<file path="config.mk">
export PLATFORM = sky130hd
export DESIGN_NAME = slave_mem_ctrl
export DESIGN_NICKNAME = d
export VERILOG_FILES = /design/src/rtl/m_s_pkg.sv /design/src/rtl/slave_mem_array.sv /design/src/rtl/slave_mem_ctrl.sv
export SDC_FILE = /design/constraint.sdc
export NUM_CORES = 2
export LEC_CHECK = 0
export BUFFER_PORTS_ARGS = -buffer_cell sky130_fd_sc_hd__buf_2
export CORE_MARGIN = 3
export CORE_UTILIZATION = 55
export CTS_CLUSTER_DIAMETER = 30
export DETAILED_ROUTE_END_ITERATION = 7
export PLACE_DENSITY = 0.71
export SYNTH_ARGS = -nofsm -noshare
export SYNTH_HDL_FRONTEND = slang
export SYNTH_SLANG_ARGS = --single-unit
</file>
<file path="constraint.sdc">
create_clock -name clk -period 4.2 [get_ports clk]
set_input_delay 0.84 -clock clk [delete_from_list [all_inputs] [get_ports clk]]
set_output_delay 0.84 -clock clk [all_outputs]
set_load 0.005 [all_outputs]
</file>
<file path="src/rtl/m_s_pkg.sv">
// Shared types and constants for the crossbar slave memory controller.
// Also holds the saturating counter helper used for the access statistics.
package m_s_pkg;

    localparam int ADDR_W = 11;
    localparam int DATA_W = 11;
    localparam int CNT_W  = 16;
    localparam int WAIT_W = 4;

    localparam logic CMD_RD = 1'b0;
    localparam logic CMD_WR = 1'b1;

    typedef enum logic [1:0] {
        IDLE = 2'd0,
        WAIT = 2'd1,
        ACK  = 2'd2,
        RESP = 2'd3
    } state_t;

    // Increment by one when enabled, holding at all-ones.
    function automatic logic [CNT_W-1:0] sat_inc(input logic [CNT_W-1:0] v,
                                                 input logic             en);
        return (en && (v != '1)) ? v + 1'b1 : v;
    endfunction

endpackage

</file>
<file path="src/rtl/slave_mem_array.sv">
// Word storage: one synchronous write port and one registered read port.
// Contents are intentionally not reset.
module slave_mem_array
    import m_s_pkg::*;
#(
    parameter int DEPTH = 256
) (
    input  logic                       clk,
    input  logic                       wr_en,
    input  logic [$clog2(DEPTH)-1:0]   wr_addr,
    input  logic [DATA_W-1:0]          wr_data,
    input  logic                       rd_en,
    input  logic [$clog2(DEPTH)-1:0]   rd_addr,
    output logic [DATA_W-1:0]          rd_data
);

    logic [DATA_W-1:0] mem [DEPTH];

    always_ff @(posedge clk) begin
        if (wr_en) begin
            mem[wr_addr] <= wr_data;
        end
        if (rd_en) begin
            rd_data <= mem[rd_addr];
        end
    end

endmodule

</file>
<file path="src/rtl/slave_mem_ctrl.sv">
// Crossbar slave-port memory controller: request FSM with programmable wait
// states, word storage, and saturating read/write access counters.
module slave_mem_ctrl
    import m_s_pkg::*;
#(
    parameter int WAIT_CYCLES = 0,
    parameter int DEPTH       = 256
) (
    input  logic              clk,
    input  logic              reset_n,
    input  logic              slave_req,
    input  logic [ADDR_W-1:0] slave_addr,
    input  logic              slave_cmd,
    input  logic [DATA_W-1:0] slave_wdata,
    output logic              slave_ack,
    output logic [DATA_W-1:0] slave_rdata,
    output logic              slave_resp,
    output logic [CNT_W-1:0]  rd_cnt,
    output logic [CNT_W-1:0]  wr_cnt,
    output state_t            dbg_state
);

    localparam int AW = $clog2(DEPTH);

    // Handshake: the master raises slave_req with addr/cmd/wdata and holds them
    // until slave_ack; the access happens at the edge closing the ACK cycle and
    // a read returns its word with slave_resp in the following cycle.

    state_t             state_q;
    logic [WAIT_W-1:0]  wait_q;
    logic [CNT_W-1:0]   rd_cnt_q;
    logic [CNT_W-1:0]   wr_cnt_q;
    logic [DATA_W-1:0]  mem_rdata;
    logic               acc_rd;
    logic               acc_wr;
    logic               addr_unused;

    assign acc_rd = (state_q == ACK) && (slave_cmd == CMD_RD);
    assign acc_wr = (state_q == ACK) && (slave_cmd == CMD_WR);

    // Upper address bits alias; they are deliberately dropped here.
    assign addr_unused = ^slave_addr;

    always_ff @(posedge clk or negedge reset_n) begin
        if (!reset_n) begin
            state_q <= IDLE;
            wait_q  <= '0;
        end else begin
            unique case (state_q)
                IDLE, RESP: begin
                    if (slave_req) begin
                        if (WAIT_CYCLES == 0) begin
                            state_q <= ACK;
                        end else begin
                            state_q <= WAIT;
                            wait_q  <= WAIT_W'(WAIT_CYCLES - 1);
                        end
                    end else begin
                        state_q <= IDLE;
                    end
                end
                WAIT: begin
                    if (!slave_req) begin
                        state_q <= IDLE;
                    end else if (wait_q == '0) begin
                        state_q <= ACK;
                    end else begin
                        wait_q <= wait_q - 1'b1;
                    end
                end
                ACK: begin
                    state_q <= (slave_cmd == CMD_RD) ? RESP : IDLE;
                end
                default: state_q <= IDLE;
            endcase
        end
    end

    always_ff @(posedge clk or negedge reset_n) begin
        if (!reset_n) begin
            rd_cnt_q <= '0;
            wr_cnt_q <= '0;
        end else begin
            rd_cnt_q <= sat_inc(rd_cnt_q, acc_rd);
            wr_cnt_q <= sat_inc(wr_cnt_q, acc_wr);
        end
    end

    // The array samples address/data at the ACK closing edge; its registered
    // read word is only exposed while the FSM sits in RESP.
    slave_mem_array #(
        .DEPTH(DEPTH)
    ) u_mem (
        .clk     (clk),
        .wr_en   (acc_wr),
        .wr_addr (slave_addr[AW-1:0]),
        .wr_data (slave_wdata),
        .rd_en   (acc_rd),
        .rd_addr (slave_addr[AW-1:0]),
        .rd_data (mem_rdata)
    );

    assign slave_ack   = (state_q == ACK);
    assign slave_resp  = (state_q == RESP);
    assign slave_rdata = (state_q == RESP) ? mem_rdata : '0;
    assign rd_cnt      = rd_cnt_q;
    assign wr_cnt      = wr_cnt_q;
    assign dbg_state   = state_q;

endmodule

</file>
**Word level (Yosys, flattened, before mapping)**

Memory sizes are Yosys's and may differ from the RTL's. A register that Yosys moved wholly into a read port is not among the register bits.
Index checks and enable logic that the tools add are counted.

- Reduce and logical (&&, ||, !) cells: 8
- Eq/ne operators: 6
- Bitwise gates (word level): 2
- Multiplexer cells: 8
- $add $sub $neg: 3

Operator list:

| kind | number |
|---|---|
| 16-bit by 1-bit adder with 16-bit output, second input constant | 2 |
| 16-bit inequality test, second input constant | 2 |
| 11-bit two-way mux | 1 |
| 2-bit two-way mux | 4 |
| 2-bit case mux with 3 select lines | 1 |
| 2-bit == test, second input constant | 2 |
| 1-bit logical AND | 4 |
| 4-bit logical NOT | 1 |
| 4-bit by 1-bit subtractor with 4-bit output, second input constant | 1 |
| 3-bit inequality test, second input constant | 1 |
| 3-bit AND reduction | 1 |
| 2-bit by 1-bit == test with 1-bit output, second input constant | 1 |
| 2-bit logical NOT | 1 |
| 1-bit two-way mux | 2 |
| 1-bit NOT | 2 |
| 2-bit OR reduction | 1 |

- Input port bits: 26
- Memories kept: 1
- Bits in registers: 38
- RAM bits: 2,816
- Logic and storage cells: 32

Memories:

| name | depth | width | rd ports | clocked after Yosys merged registers in | write ports | RTL line | source |
|---|---|---|---|---|---|---|---|
| u_mem.mem | 256 | 11 | 1 | 1 | 1 | slave_mem_array.sv:17 | `logic [DATA_W-1:0] mem [DEPTH];` |

**Logic depth before layout (Yosys ltp)**

- Depth in word-level cells: 4
- Gate-level depth with buffers: 9
- Depth with buffers taken out: 6

**Modules after synthesis**

A second synthesis with hierarchy kept.

- Cells, all modules: 5,184
- Area, all modules: 110,795.0 um^2

By module, submodules not included:

| module | cells an instance | seq. area each (um^2) | area an instance (um^2) | instances |
|---|---|---|---|---|
| slave_mem_array | 4,999 | 84,891.4 | 108,823.1 | 1 |
| slave_mem_ctrl | 185 | 950.9 | 1,971.9 | 1 |

**Worst setup path after synthesis**

Ideal clock, no wire load.

- Kind: in2reg
- Start point: input slave_addr[1]
- End point: memory u_mem.mem[117][0], enable pin
- Path slack: 1.040 ns
- Stages on the path: 8
- Data arrival time: 2.782 ns
- Path through: clkbuf_1 -> buf_2 -> buf_2 -> buf_2 -> nor3b_1 -> nand2_1 -> clkbuf_1 -> nor2_1

RTL lines:

| what | RTL line | source |
|---|---|---|
| start, declared | slave_mem_ctrl.sv:12 | `input logic [ADDR_W-1:0] slave_addr,` |
| end, declared | slave_mem_array.sv:17 |  |

No word-level cell before the write port.

**Worst setup path in the final report**

- Start point: register state_q[0], in the netlist dbg_state[0]
- End point: memory u_mem.mem[12][2], enable pin

- Longest elaborated chain between the ends: 4

RTL lines:

| what | RTL line | source |
|---|---|---|
| start, declared | slave_mem_ctrl.sv:29 | `state_t state_q;` |
| start signal, assigned | slave_mem_ctrl.sv:72 | `state_q <= (slave_cmd == CMD_RD) ? RESP : IDLE;` |
| 2-bit == test | slave_mem_ctrl.sv:39 | `assign acc_wr = (state_q == ACK) && (slave_cmd == CMD_WR);` |
| 1-bit logical AND | slave_mem_ctrl.sv:39 |  |
| 1-bit two-way mux | slave_mem_array.sv:20 | `if (wr_en) begin` |
| 1-bit two-way mux (implied by the code) | slave_mem_array.sv:21 | `mem[wr_addr] <= wr_data;` |

No other way between the ends.

==> results_tabular.tex <==
\begin{tabular}{lr}
\hline
Metric & Value \\
\hline
\multicolumn{2}{l}{\textbf{CTS}} \\
Clock tree sinks & 2865 \\
Number of buffers inserted during clock tree synthesis & 482 \\
Worst-skew pair later-pin latency & 1.01 ns \\
Number of setup buffers added after CTS & 0 \\
Clock tree from TritonCTS & yes \\
Number of H-tree levels & 5 \\
Largest buffer count on any clock path & 4 \\
Clock edge transition at the registers on the reported setup and hold paths & 0.05 ns \\
Root cell of the clock tree & clkbuf\_16 \\
\multicolumn{2}{l}{\textbf{Yosys}} \\
Top\_reg\_cell synth & edfxtp\_1 \\
Flip-flop and latch count after synthesis & 2865 \\
Sequential cell area fraction in the yosys report & 78.7\% \\
Synth unique cells & 35 \\
Number of enable flip-flop cells after synthesis & 2827 \\
Synthesized netlist cell count & 4883 \\
Fraction of registers with async set or reset after synthesis & under 10\% \\
YS warnings & 0 \\
Number of nets produced by synthesis & slightly below 5000 \\
Syn avg cell area & roughly 22 sq um \\
Cell Area, Synth & 109000 sq um \\
\multicolumn{2}{l}{\textbf{Placement}} \\
Placed instance area & roughly 120000 sq um \\
HPWL Detailed & around 160000 microns \\
Post-Place Worst Slack & 0.190 ns \\
Buffers on Ports & a little under 70 \\
Routability cong. & 0.838 \\
\multicolumn{2}{l}{\textbf{Drt}} \\
Routed WL & 283000 microns \\
Detailed-route vias per instance & between 6 and 7 \\
First drt pass iteration count & 8 \\
DRT iter0 DRCs & 7814 \\
Overall via count from detail\_route & 57010 \\
Detailed-route DRC error count & 0 \\
Routed length per instance & 32.4 microns \\
Number of routed nets with antenna violations & 0 \\
\multicolumn{2}{l}{\textbf{Setup path}} \\
Critical path, cell by cell & nand2b\_1 -> inv\_1 -> nand2\_1 -> nor3\_1 -> buf\_4 -> nand2\_2 -> buf\_4 -> nor2\_1 \\
Start-to-end type of the worst setup path & reg2reg \\
Highest-delay cell along the critical path & nor2\_1 \\
Critical path depth in cells & 8 \\
Worst path required time & between 4 and 5 ns \\
Largest stage delay on the critical path & 0.99 ns \\
Register-to-register setup slack & 0.77 ns \\
Element type at the critical path end & flip-flop \\
WP buf/inv & 3 \\
WP data arrival & 3.99 ns \\
CP most frequent cell & buf\_4 \\
Element type at the critical path start & flip-flop \\
Worst R2R Path Depth & 8 \\
Maximum fanout along the worst path & 16 \\
Delay-heaviest family, CP & simple AND/OR/NAND/NOR gates \\
\multicolumn{2}{l}{\textbf{Finish}} \\
Nets@finish & about 5700 \\
Share of the core filled with cells & 67.9\% \\
Layout-stage area growth over the synthesis result & 22.0\% \\
Commonest cells after routing, fill and taps aside & edfxtp\_1, mux4\_2, clkbuf\_16 \\
Most common cell after layout, fill and taps aside & edfxtp\_1 \\
Combined area of the multi-input logic cells & 22000 sq um \\
Post-layout instance area & around 130000 sq um \\
Fillers & 11484 \\
Register Area & 85800 sq um \\
Share of layout cells above drive strength 1 & a little over a third \\
\multicolumn{2}{l}{\textbf{Die}} \\
Core Box Area & 196000 sq um \\
Number of I/O pins & 73 \\
Initial Util & 55.6\% \\
Area enclosed by the die boundary & 204000 sq um \\
Vert. Die Dim & 451 microns \\
Die Span X & 451 microns \\
Row count & 162 \\
\multicolumn{2}{l}{\textbf{Power and ir drop}} \\
Total net switching power & 15.9 mW \\
Leakage component of the power & 43.3 nW \\
Proportion of total power due to net switching & 21.4\% \\
Share of total power in the clock network & 52.9\% \\
Cell area power density & 557 nW/um\^{}2 \\
Relative contribution of sequential cells to total power & between 40\% and 50\% \\
Fraction of power consumed by combinational cells & under 10\% \\
Worst IR Drop VDD & 0.451 mV \\
Internal Power & approximately 58 mW \\
\multicolumn{2}{l}{\textbf{Global route}} \\
First-pass GRT wire length & 410000 microns \\
Number of antenna violations at the first check in global routing & 8 \\
Global route total overflow & 0 \\
Maximum number of pins on one net before global-route repair & 132 \\
Global-route total usage across every layer & 27.9\% \\
Vias in the first global route & 58327 \\
\multicolumn{2}{l}{\textbf{Job}} \\
Reported max-cap violation count & 0 \\
\multicolumn{2}{l}{\textbf{STA}} \\
Post-route clock skew & 0.0690 ns \\
Final cycle utilization of the critical path & slightly above 80\% \\
Final worst path period need & 3.43 ns \\
Highest Clock Rate & 292 MHz \\
Total Neg Setup Slack & 0 ns \\
Slew HR & 11.4\% \\
Setup ws final & 0.772 ns \\
Final-report max-slew violation count & 0 \\
Worst Max-Slew Pin Slew & 1.32 ns \\
Setup violators final & 0 \\
Unrepaired setup endpoints after global routing & false \\
Hold Fails Final Rpt & 0 \\
\multicolumn{2}{l}{\textbf{Min path}} \\
Instance count along the most critical hold path & 3 \\
Type of the most critical hold path & in2reg \\
\multicolumn{2}{l}{\textbf{Run status}} \\
Status & complete, no violations \\
\hline
\end{tabular}
-- flip-flops by register name, summed over array words and instances, names as in the netlist --
signal / flops
wr_cnt: 16
u_mem.mem: 2816
rd_cnt: 16
wait_q: 4
dbg_state: 2
u_mem.rd_data: 11
-- power by group through the flow --
stage                     sequential [mW]  clock, mW  combinational, mW
final                                31.7       39.2               3.16
after global routing                 31.7       40.9               3.32
after CTS                            31.7       39.5               3.16
after detailed placement             32.3          0               3.11
after global placement               32.2          0               3.04
after floorplan                      32.2          0               1.53
-- layer usage --
| metal | routed length [microns] | up-vias | GRT usage (%) |
|---|---|---|---|
| met2 | 137000 | 3843 | 43.7 |
| met1 | 103000 | 29961 | 37.8 |
| met5 | 91 | - | 0.284 |
| met4 | 12200 | 4 | 12.3 |
| met3 | 30400 | 606 | 6.94 |
| li1 | - | 22596 | - |
-- path summary, 6_finish.rpt --
| kind | to | start |
|---|---|---|
| worst max-delay path | u_mem.mem[12][2] | dbg_state[0] |
| worst min-delay path | dbg_state[1] | slave_req |
| worst max register to register | u_mem.mem[12][2] | dbg_state[0] |
| worst min register to register | wr_cnt[10] | wr_cnt[10] |
| max in group asynchronous | rd_cnt[6] | reset_n |
| min in group asynchronous | dbg_state[0] | reset_n |
-- area by class of cell --
class                   instances  area share [%]
clock buffers                 528            9.23
clock inverters               359            3.07
multi-input cells            1715            16.5
diodes                          6          0.0113
repair buffers                612            4.12
inverters                       6          0.0169
flip-flops and latches       2865            64.5
well taps                    2624            2.47
-- worst register-to-register path: cells and delay by family, from the launching register on --
| family | cells | cell delay, ns |
|---|---|---|
| and+or+nand+nor | 5 | 1.82 |
| DFF | 1 | 0.63 |
| buffers and inverters | 3 | 0.56 |
-- logic make-up (layout without fill, tap and decap cells) --
logic type / count (synthesis) / after routing / synth area share, %
DFF: 2865 / 2865 / 78.7
muxes: 706 / 706 / 14.6
AOI/OAI and AO/OA: 581 / 581 / 3.65
and+or+nand+nor: 393 / 393 / 1.53
buffers and inverters: 303 / 1505 / 1.24
xor gates and xnor gates: 32 / 32 / 0.257
adders and majority gates: 3 / 3 / 0.0344
other: 0 / 6 / 0
-- through the flow --
stage	power [mW]	hold slack (ns)	cells
detailed placement	35.4	0.482	7821
global placement	35.3	0.470	7821
floorplan	33.8	0.468	4883
global route	75.9	0.114	8710
finish	74.1	0.121	8715
CTS	74.4	0.0582	8709
-- timing repair --
item | in CTS | in global routing
gates resized for setup | 0 | 0
hold endpoints to repair | 38 | 0
hold buffers | 1 | 0
-- Yosys cell counts, types with 3 or more instances --
| master | n | share of area [%] |
|---|---|---|
| edfxtp_1 | 2827 | 78 |
| xnor2_1 | 25 | 0.20 |
| nand4_1 | 20 | 0.11 |
| a21oi_1 | 179 | 0.82 |
| a22oi_1 | 352 | 2.4 |
| nand3_1 | 14 | 0.064 |
| and3_1 | 17 | 0.098 |
| o41ai_1 | 44 | 0.35 |
| and4_1 | 5 | 0.040 |
| and2_1 | 4 | 0.023 |
| clkbuf_1 | 183 | 0.63 |
| dfrtp_1 | 38 | 0.87 |
| buf_2 | 47 | 0.22 |
| nor2b_1 | 6 | 0.034 |
| nand2b_1 | 5 | 0.029 |
| xor2_1 | 7 | 0.056 |
| inv_1 | 6 | 0.021 |
| ha_1 | 3 | 0.034 |
| buf_6 | 8 | 0.083 |
| buf_4 | 27 | 0.19 |
| nand2_1 | 47 | 0.16 |
| nor2_1 | 267 | 0.92 |
| mux4_2 | 704 | 15 |
| nor3_1 | 3 | 0.014 |
| buf_1 | 32 | 0.11 |
(Power assumes the default switching activity.)
